==> src/rtl/tros_pkg.sv <==
// rtl/tros_pkg.sv - shared types and sizing helpers for the ring-oscillator readout serialiser
package tros_pkg;

    typedef enum logic [1:0] {
        IDLE,
        LOAD,
        SHIFT,
        NEXT
    } tros_state_e;

    localparam logic [3:0] TROS_PREAMBLE = 4'b1010;

    function automatic int idx_w(input int num_ch);
        return (num_ch <= 2) ? 1 : $clog2(num_ch);
    endfunction

    function automatic int frame_w(input int pre_w, input int num_ch, input int cnt_w);
        return pre_w + idx_w(num_ch) + cnt_w + 1;
    endfunction

endpackage

==> src/rtl/tros_sync2.sv <==
// rtl/tros_sync2.sv - two-flop pin synchroniser with hold enable
module tros_sync2 (
    input  logic clk,
    input  logic rst_n,
    input  logic en,
    input  logic d,
    output logic q
);

    logic meta;

    always_ff @(posedge clk or negedge rst_n) begin
        if (!rst_n) begin
            meta <= 1'b0;
            q    <= 1'b0;
        end else if (en) begin
            meta <= d;
            q    <= meta;
        end
    end

endmodule

==> src/rtl/tros_multi_readout.sv <==
// rtl/tros_multi_readout.sv - N-channel framed, parity-protected serial readout of cycle counts
module tros_multi_readout
    import tros_pkg::*;
#(
    parameter int NUM_CH = 4,
    parameter int CNT_W  = 20,
    parameter int PRE_W  = 4,
    parameter logic [PRE_W-1:0] PREAMBLE = PRE_W'(TROS_PREAMBLE),
    localparam int IDX_W = idx_w(NUM_CH)
) (
    input  logic                    clk,
    input  logic                    rst_n,
    input  logic                    ena,
    input  logic                    latch_req,
    input  logic [IDX_W-1:0]        chan_sel,
    input  logic                    all_mode,
    input  logic [NUM_CH*CNT_W-1:0] cycle_count,
    output logic                    serial_bit,
    output logic                    manchester_out,
    output logic                    busy,
    output logic                    frame_done,
    output logic                    overrun
);

    localparam int FRAME_W = frame_w(PRE_W, NUM_CH, CNT_W);
    localparam int BIT_W   = $clog2(FRAME_W);
    localparam logic [BIT_W-1:0] LAST_BIT = BIT_W'(FRAME_W - 1);
    localparam logic [IDX_W-1:0] LAST_CH  = IDX_W'(NUM_CH - 1);

    tros_state_e        state, state_nxt;
    logic               req_sync, req_prev, req_rise;
    logic [BIT_W-1:0]   bit_cnt;
    logic [IDX_W-1:0]   ch;
    logic               all_q;
    logic [CNT_W-1:0]   snap [NUM_CH];
    logic [FRAME_W-1:0] shreg;
    logic [IDX_W-1:0]   start_idx, next_idx;
    logic [CNT_W-1:0]   start_cnt, next_cnt;
    logic               last_bit, last_frame;
    logic               do_start, do_next, do_shift, do_end;

    function automatic logic [FRAME_W-1:0] build_frame(input logic [IDX_W-1:0] idx,
                                                        input logic [CNT_W-1:0] cnt);
        return {PREAMBLE, idx, cnt, ^{idx, cnt}};
    endfunction

    tros_sync2 u_req_sync (
        .clk   (clk),
        .rst_n (rst_n),
        .en    (ena),
        .d     (latch_req),
        .q     (req_sync)
    );

    assign req_rise   = req_sync & ~req_prev;
    assign last_bit   = (bit_cnt == LAST_BIT);
    assign last_frame = !all_q || (ch == LAST_CH);
    assign start_idx  = all_mode ? '0 : chan_sel;
    assign next_idx   = ch + 1'b1;

    // Out-of-range selections fall through the loops and read as zero.
    always_comb begin
        start_cnt = '0;
        next_cnt  = '0;
        for (int k = 0; k < NUM_CH; k++) begin
            if (start_idx == IDX_W'(k))
                start_cnt = cycle_count[k*CNT_W +: CNT_W];
            if (next_idx == IDX_W'(k))
                next_cnt = snap[k];
        end
    end

    always_comb begin
        state_nxt = state;
        do_start  = 1'b0;
        do_next   = 1'b0;
        do_shift  = 1'b0;
        do_end    = 1'b0;
        unique case (state)
            IDLE: begin
                if (req_rise) begin
                    do_start  = 1'b1;
                    state_nxt = LOAD;
                end
            end
            LOAD, SHIFT, NEXT: begin
                if (!last_bit) begin
                    do_shift  = 1'b1;
                    state_nxt = SHIFT;
                end else if (last_frame) begin
                    do_end    = 1'b1;
                    state_nxt = IDLE;
                end else begin
                    do_next   = 1'b1;
                    state_nxt = NEXT;
                end
            end
            default: state_nxt = IDLE;
        endcase
    end

    always_ff @(posedge clk or negedge rst_n) begin
        if (!rst_n)
            state <= IDLE;
        else if (ena)
            state <= state_nxt;
    end

    always_ff @(posedge clk or negedge rst_n) begin
        if (!rst_n) begin
            req_prev <= 1'b0;
            overrun  <= 1'b0;
            all_q    <= 1'b0;
            ch       <= '0;
            bit_cnt  <= '0;
            shreg    <= '0;
            for (int k = 0; k < NUM_CH; k++)
                snap[k] <= '0;
        end else if (ena) begin
            req_prev <= req_sync;
            // An accepted edge clears overrun; an edge while busy sets it.
            if (req_rise)
                overrun <= busy;
            if (do_start) begin
                all_q   <= all_mode;
                ch      <= start_idx;
                bit_cnt <= '0;
                shreg   <= build_frame(start_idx, start_cnt);
                for (int k = 0; k < NUM_CH; k++)
                    if (all_mode || chan_sel == IDX_W'(k))
                        snap[k] <= cycle_count[k*CNT_W +: CNT_W];
            end else if (do_next) begin
                ch      <= next_idx;
                bit_cnt <= '0;
                shreg   <= build_frame(next_idx, next_cnt);
            end else if (do_shift) begin
                bit_cnt <= bit_cnt + 1'b1;
                shreg   <= {shreg[FRAME_W-2:0], 1'b0};
            end else if (do_end) begin
                bit_cnt <= '0;
                shreg   <= '0;
            end
        end
    end

    assign serial_bit     = shreg[FRAME_W-1];
    assign manchester_out = serial_bit ^ clk;
    assign busy           = (state != IDLE);
    assign frame_done     = busy & last_bit & last_frame;

endmodule

==> config.mk <==
export PLATFORM = sky130hd
export DESIGN_NAME = tros_multi_readout
export DESIGN_NICKNAME = d
export VERILOG_FILES = /design/src/rtl/tros_pkg.sv /design/src/rtl/tros_sync2.sv /design/src/rtl/tros_multi_readout.sv
export SDC_FILE = /design/constraint.sdc
export NUM_CORES = 1
export LEC_CHECK = 0
export CAP_MARGIN = 20
export CORE_MARGIN = 10
export CORE_UTILIZATION = 59
export DETAILED_ROUTE_END_ITERATION = 8
export PLACE_DENSITY = 0.89
export SLEW_MARGIN = 0
export SYNTH_ARGS = -nofsm -noshare
export SYNTH_HDL_FRONTEND = slang
export SYNTH_HIERARCHICAL = 1
export SYNTH_SLANG_ARGS = --single-unit
==> constraint.sdc <==
create_clock -name clk -period 9 [get_ports clk]
set_input_delay 2.7 -clock clk [delete_from_list [all_inputs] [get_ports clk]]
set_output_delay 2.7 -clock clk [all_outputs]
set_load 0.05 [all_outputs]
==> results.toml, run 1 <==
[setup_path]
r2r_start = "ch[0]$_DFFE_PN0P_"
arrival_ns = 5.77
critPathKind = "clock port to output pin"
end_kind = "output pin"
start_kind = "clock port"
r2r_setup_slack_ns = 4.70
crit_required_ns = 6.30
critical_path_peak_fanout = 2
r2r_end = "shreg[0]$_DFFE_PN0P_"
r2r_cells = 11

[detailed_routing]
drt-total-wl_mm = 19.82
dr.pass1.iters = 5
drtIter0Drc = 717
viasPerCell = 6.779
ant_nets = 0
wl_per_cell_um = 24.47
vias = 5491
drc = 0

[die]
core-area_um2 = 10790
dieWidth_um = 124.5
dieHeight_um = 124.5
initial_core_util = 0.5975
num_io_pins = 92
rows = 38
dieArea_um2 = 15510

[synth]
synth_seq_area_share = 0.4695
synth.ff_latch_count = 121
ys_warn_count = 6
syn_area_per_cell_um2 = 11.16
syn_inst = 578
synth_top_area_cell = "dfrtp_1"
ys_top_cells_by_area = "dfrtp_1, mux2_2, a221o_1, o221ai_1, xnor2_1"
synth_top_flop_cell = "dfrtp_1"
ys_types = 46
postSynth.asyncResetShare = 1.000
netlist_area_um2 = 6449
synth_edf_count = 0
synth_nets = 675
synth_top_area_frac = 0.4695

[cells_and_area]
mostFrequentLayoutCell = "dfrtp_1"
diodes = 0
multi_input_area_um2 = 3186
area_growth_pct = 24.89
final_cell_mix = "dfrtp_1, clkdlybuf4s50_1, mux2_2, o21ai_0, nor2_1"
drive_above_1_share = 0.2164
utilization = 0.7462
seq_area_um2 = 3028
num-nets-final = 754
instances_no_fill = 810
fillCellCount = 705

[flow_run]
max_cap_violations = 0

[power]
p_per_area_nw_per_um2 = 383.6
leakage_nw = 3.370
peakVddDrop_v = 0.0002533

[global_routing]
first_global_vias = 5787
grt_max_degree = 82
antenna_found_initial = 0
grt-ovfl-total = 0
grt.total_usage = 0.2535
grt_pass1_wl_mm = 31.31

[clock_network]
cts_tree = "yes"
clk_pin_slew_ns = 0.06
ctsResizeCount = 0
cts_setup_buffers = 0
clk-insertion-delay-late_ns = 0.63
holdBufCountCts = 0

[placed_design]
hpwlAfterDp_mm = 13.70
placedCellCount = 774
place.gp.congestion = 0.9539
io_buffers = 91

[outcome]
outcome = "complete, no violations"

[hold_path]
hp-class = "flip-flop to flip-flop"
hold_start = "all_q$_DFFE_PN0P_"
min_path_cells = 2
min_to = "all_q$_DFFE_PN0P_"

[sta]
slew_violations = 0
skew_ns = 0.007166
slew_headroom = 0.2487
setup_viol = 0
finalHoldViolCount = 0
final.setup.tns_ns = 0
tightest_slew_ns = 1.122
rsz0062_at_grt = "false"
[layer usage]
metal	share of wire	global-route usage	up-vias	routed length (µm)
li1	-	-	2331	-
met1	0.40	0.3012	2732	7890
met2	0.49	0.4051	354	9621
met3	0.079	0.07702	74	1563
met4	0.038	0.1323	0	748
met5	0	0	-	0
[how the worst max path moves through the flow]
stage / start / endpoint / slack, ns / depth (start not counted)
final: clk / manchester_out / 0.53 / 4
after global routing: clk / manchester_out / 0.48 / 4
after CTS: clk / manchester_out / 0.48 / 4
after detailed placement: clk / manchester_out / 0.88 / 2
after global placement: clk / manchester_out / 0.88 / 2
after floorplan: clk / manchester_out / 1.04 / 1
[cell usage after synthesis, types with 3 or more instances]
library cell	n
dfrtp_1	121
mux2_2	80
o21ai_0	36
nor2_1	29
clkbuf_1	28
nand2_1	28
a221o_1	27
a21oi_1	26
o221ai_1	23
xnor2_1	22
a221oi_1	20
inv_1	14
or2_2	14
o22ai_1	12
ha_1	10
a31oi_1	9
buf_2	9
nor2b_1	9
o21a_1	7
nor3_1	6
xor2_1	6
xnor3_1	5
nand2b_1	4
a22o_1	3
buf_1	3
[cells by family (layout without fill, tap and decap cells)]
kind of cell / after synthesis / in the layout / synth area share
AO/OA/AOI/OAI: 172 / 172 / 0.1932
AND/OR/NAND/NOR: 102 / 102 / 0.07683
adder cells (fa/ha/maj): 10 / 10 / 0.01940
multiplexers: 80 / 80 / 0.1397
flip-flops: 121 / 121 / 0.4695
buffers and inverters: 58 / 150 / 0.03958
XOR/XNOR: 35 / 35 / 0.06170
[cell type report]
| type | count | area share |
|---|---|---|
| clock inverter | 11 | 0.01522 |
| tap | 140 | 0.02175 |
| inverter | 15 | 0.006991 |
| multi-input combinational | 399 | 0.3955 |
| sequential | 121 | 0.3760 |
| clock buffer | 25 | 0.06214 |
| timing repair buffer | 99 | 0.1224 |
[critical path, cell delays in order]
cell and delay (ns):
clkbuf_8 0.11, clkbuf_8 0.12, xor2_1 0.19, clkdlybuf4s50_1 0.84
[through the flow]
step | hold WS, ns | total power [mW] | setup slack (ns) | area, µm²
6_report | 0.4778 | 3.090 | 0.5314 | 8054
3_5_place_dp | 0.4665 | 2.348 | 0.8781 | 7413
3_3_place_gp | 0.4560 | 2.282 | 0.8781 | 7413
2_1_floorplan | 0.4379 | 2.002 | 1.043 | 6449
5_1_grt | 0.5015 | 3.231 | 0.4751 | 8054
4_1_cts | 0.4795 | 3.066 | 0.4818 | 8026
[power breakdown]
group	internal, mW	switching (mW)	total [mW]
Combinational	0.716	0.693	1.41
Sequential	0.792	0.152	0.944
Clock	0.449	0.287	0.736
[flip-flops by register name, summed over array words and instances, names as in the netlist, 2 cells and up]
| signal | cells |
|---|---|
| snap | 80 |
| shreg | 27 |
| bit_cnt | 5 |
| ch | 2 |
| state | 2 |
(Power assumes the default switching activity.)
==> run 2: changes to the inputs <==
--- a/config.mk
+++ b/config.mk
@@ -8,6 +8,7 @@
 export CAP_MARGIN = 20
 export CORE_MARGIN = 10
 export CORE_UTILIZATION = 59
+export CTS_BUF_LIST = sky130_fd_sc_hd__clkbuf_16
 export DETAILED_ROUTE_END_ITERATION = 8
 export PLACE_DENSITY = 0.89
 export SLEW_MARGIN = 0
==> run 2 against run 1 <==
Compared with the run above: sequential power about the same; die area is the same; worst hold slack hardly changed; routed wire length rose by 0.34%; global-route usage increased by 0.054 points; via count shrank 1.1%.
==> results.toml, run 2 (synthesized netlist as in run 1, its figures left out) <==
[outcome]
outcome = "complete, no violations"

[power]
p_per_area_nw_per_um2 = 385.9
combPwrFrac = 0.452
leakage_nw = 3.387
switching_share = 0.3649
clkPwrFrac = 0.245
peakVddDrop_v = 0.0002748
p_sw_mw = 1.138
total_power_mw = 3.118
power_frac_seq = 0.303
p_int_mw = 1.980

[cells_and_area]
drive_above_1_share = 0.2134
seq_area_um2 = 3028
regMostFlops = "snap"
area_growth_pct = 25.28
mostFrequentLayoutCell = "dfrtp_1"
multi_input_area_um2 = 3186
largestRegisters = "snap x80, shreg x27, bit_cnt x5"
utilization = 0.7486
final_cell_mix = "dfrtp_1, clkdlybuf4s50_1, mux2_2, o21ai_0, nor2_1"
design_area_um2 = 8079
largest_reg_flops = 80
num-nets-final = 754
diodes = 0
fillCellCount = 702
instances_no_fill = 810

[hold_path]
hp-class = "flip-flop to flip-flop"
min_path_cells = 2
min_to = "all_q$_DFFE_PN0P_"
hold_start = "all_q$_DFFE_PN0P_"

[clock_network]
cts_tree = "yes"
clk_pin_slew_ns = 0.06
clk-insertion-delay-late_ns = 0.53
ctsResizeCount = 0
cts_setup_buffers = 0
holdBufCountCts = 0

[die]
dieHeight_um = 124.5
initial_core_util = 0.5975
rows = 38
dieArea_um2 = 15510
dieWidth_um = 124.5
core-area_um2 = 10790
num_io_pins = 92

[detailed_routing]
drc = 0
drtIter0Drc = 555
viasPerCell = 6.706
wl_per_cell_um = 24.56
drt-total-wl_mm = 19.89
ant_nets = 0
vias = 5432
dr.pass1.iters = 5

[global_routing]
grt_use_met3 = 0.08298
antenna_found_initial = 0
globalRouteMet2Util = 0.4042
grt-ovfl-total = 0
met1_usage = 0.2983
first_global_vias = 5815
top_usage_layer = "met2"
grt.total_usage = 0.2540
grt_max_degree = 82
grt_pass1_wl_mm = 31.38

[setup_path]
crit_path_cell_trace = "clkbuf_16 > clkbuf_16 > xor2_1 > clkdlybuf4s50_1"
start_kind = "clock port"
r2r_end = "shreg[0]$_DFFE_PN0P_"
r2r_start = "ch[0]$_DFFE_PN0P_"
critPathKind = "clock port to output pin"
end_kind = "output pin"
slowest_stage = "clkdlybuf4s50_1"
max_stage_delay_ns = 0.84
cp_common_cell = "clkbuf_16"
cp_top_family = "buffers and inverters"
r2r_cells = 11
crit_cells = 4
crit_required_ns = 6.30
r2r_setup_slack_ns = 4.66
arrival_ns = 5.77
critical_path_peak_fanout = 2
cp.buffers_inverters = 3

[sta]
slew_headroom = 0.2126
setup_viol = 0
fin_hold_ws_ns = 0.4776
finalHoldViolCount = 0
rsz0062_at_grt = "false"
final.setup.tns_ns = 0
skew_ns = 0.008863
setup_slack_ns = 0.5311
slew_violations = 0
tightest_slew_ns = 1.176

[placed_design]
hpwlAfterDp_mm = 13.70
dp_slack_ns = 0.8781
placedCellCount = 774
dpl_cell_area_um2 = 7413
place.gp.congestion = 0.9539
io_buffers = 91

[flow_run]
max_cap_violations = 0
## run 2: cell types whose count changed in the layout (fill, tap and decap cells not counted)
cell / change
clkinv_1: +2
clkbuf_8: -6
clkbuf_16: +4
inv_1: +2
clkbuf_1: -2
## run 2: layer usage
metal / vias to the layer above / share of wire
li1: 2327 / -
met1: 2726 / 0.40
met2: 316 / 0.49
met3: 63 / 0.081
met4: 0 / 0.037
met5: - / 0
## run 2: final cells by class
| class | count | area share |
|---|---|---|
| inverters | 15 | 0.006969 |
| flip-flops and latches | 121 | 0.3748 |
| clock inverters | 15 | 0.01704 |
| repair buffers | 99 | 0.1220 |
| well taps | 140 | 0.02168 |
| clock buffers | 21 | 0.06319 |
| multi-input cells | 399 | 0.3943 |
## run 2: power groups by stage
stage / clock (mW) / sequential, mW / combinational, mW
global route: 0.795 / 0.966 / 1.49
global placement: 0.0416 / 0.916 / 1.33
finish: 0.763 / 0.945 / 1.41
CTS: 0.765 / 0.935 / 1.39
detailed placement: 0.0416 / 0.940 / 1.37
floorplan: 0.0291 / 0.907 / 1.07
## run 2: worst max-delay path by stage
stage          startpoint             end  slack [ns]
2_1_floorplan         clk  manchester_out        1.04
3_3_place_gp          clk  manchester_out        0.88
3_5_place_dp          clk  manchester_out        0.88
4_1_cts               clk  manchester_out        0.49
5_1_grt               clk  manchester_out        0.48
6_report              clk  manchester_out        0.53
## run 2: worst reg2reg max path, delay by kind of cell (launching register included)
kind	cells	cell delay, ns
xor+xnor	4	1.16
compound gates	3	0.78
fa+ha+maj	1	0.60
flops	1	0.43
buf+inv	1	0.11
simple gates	2	1.15
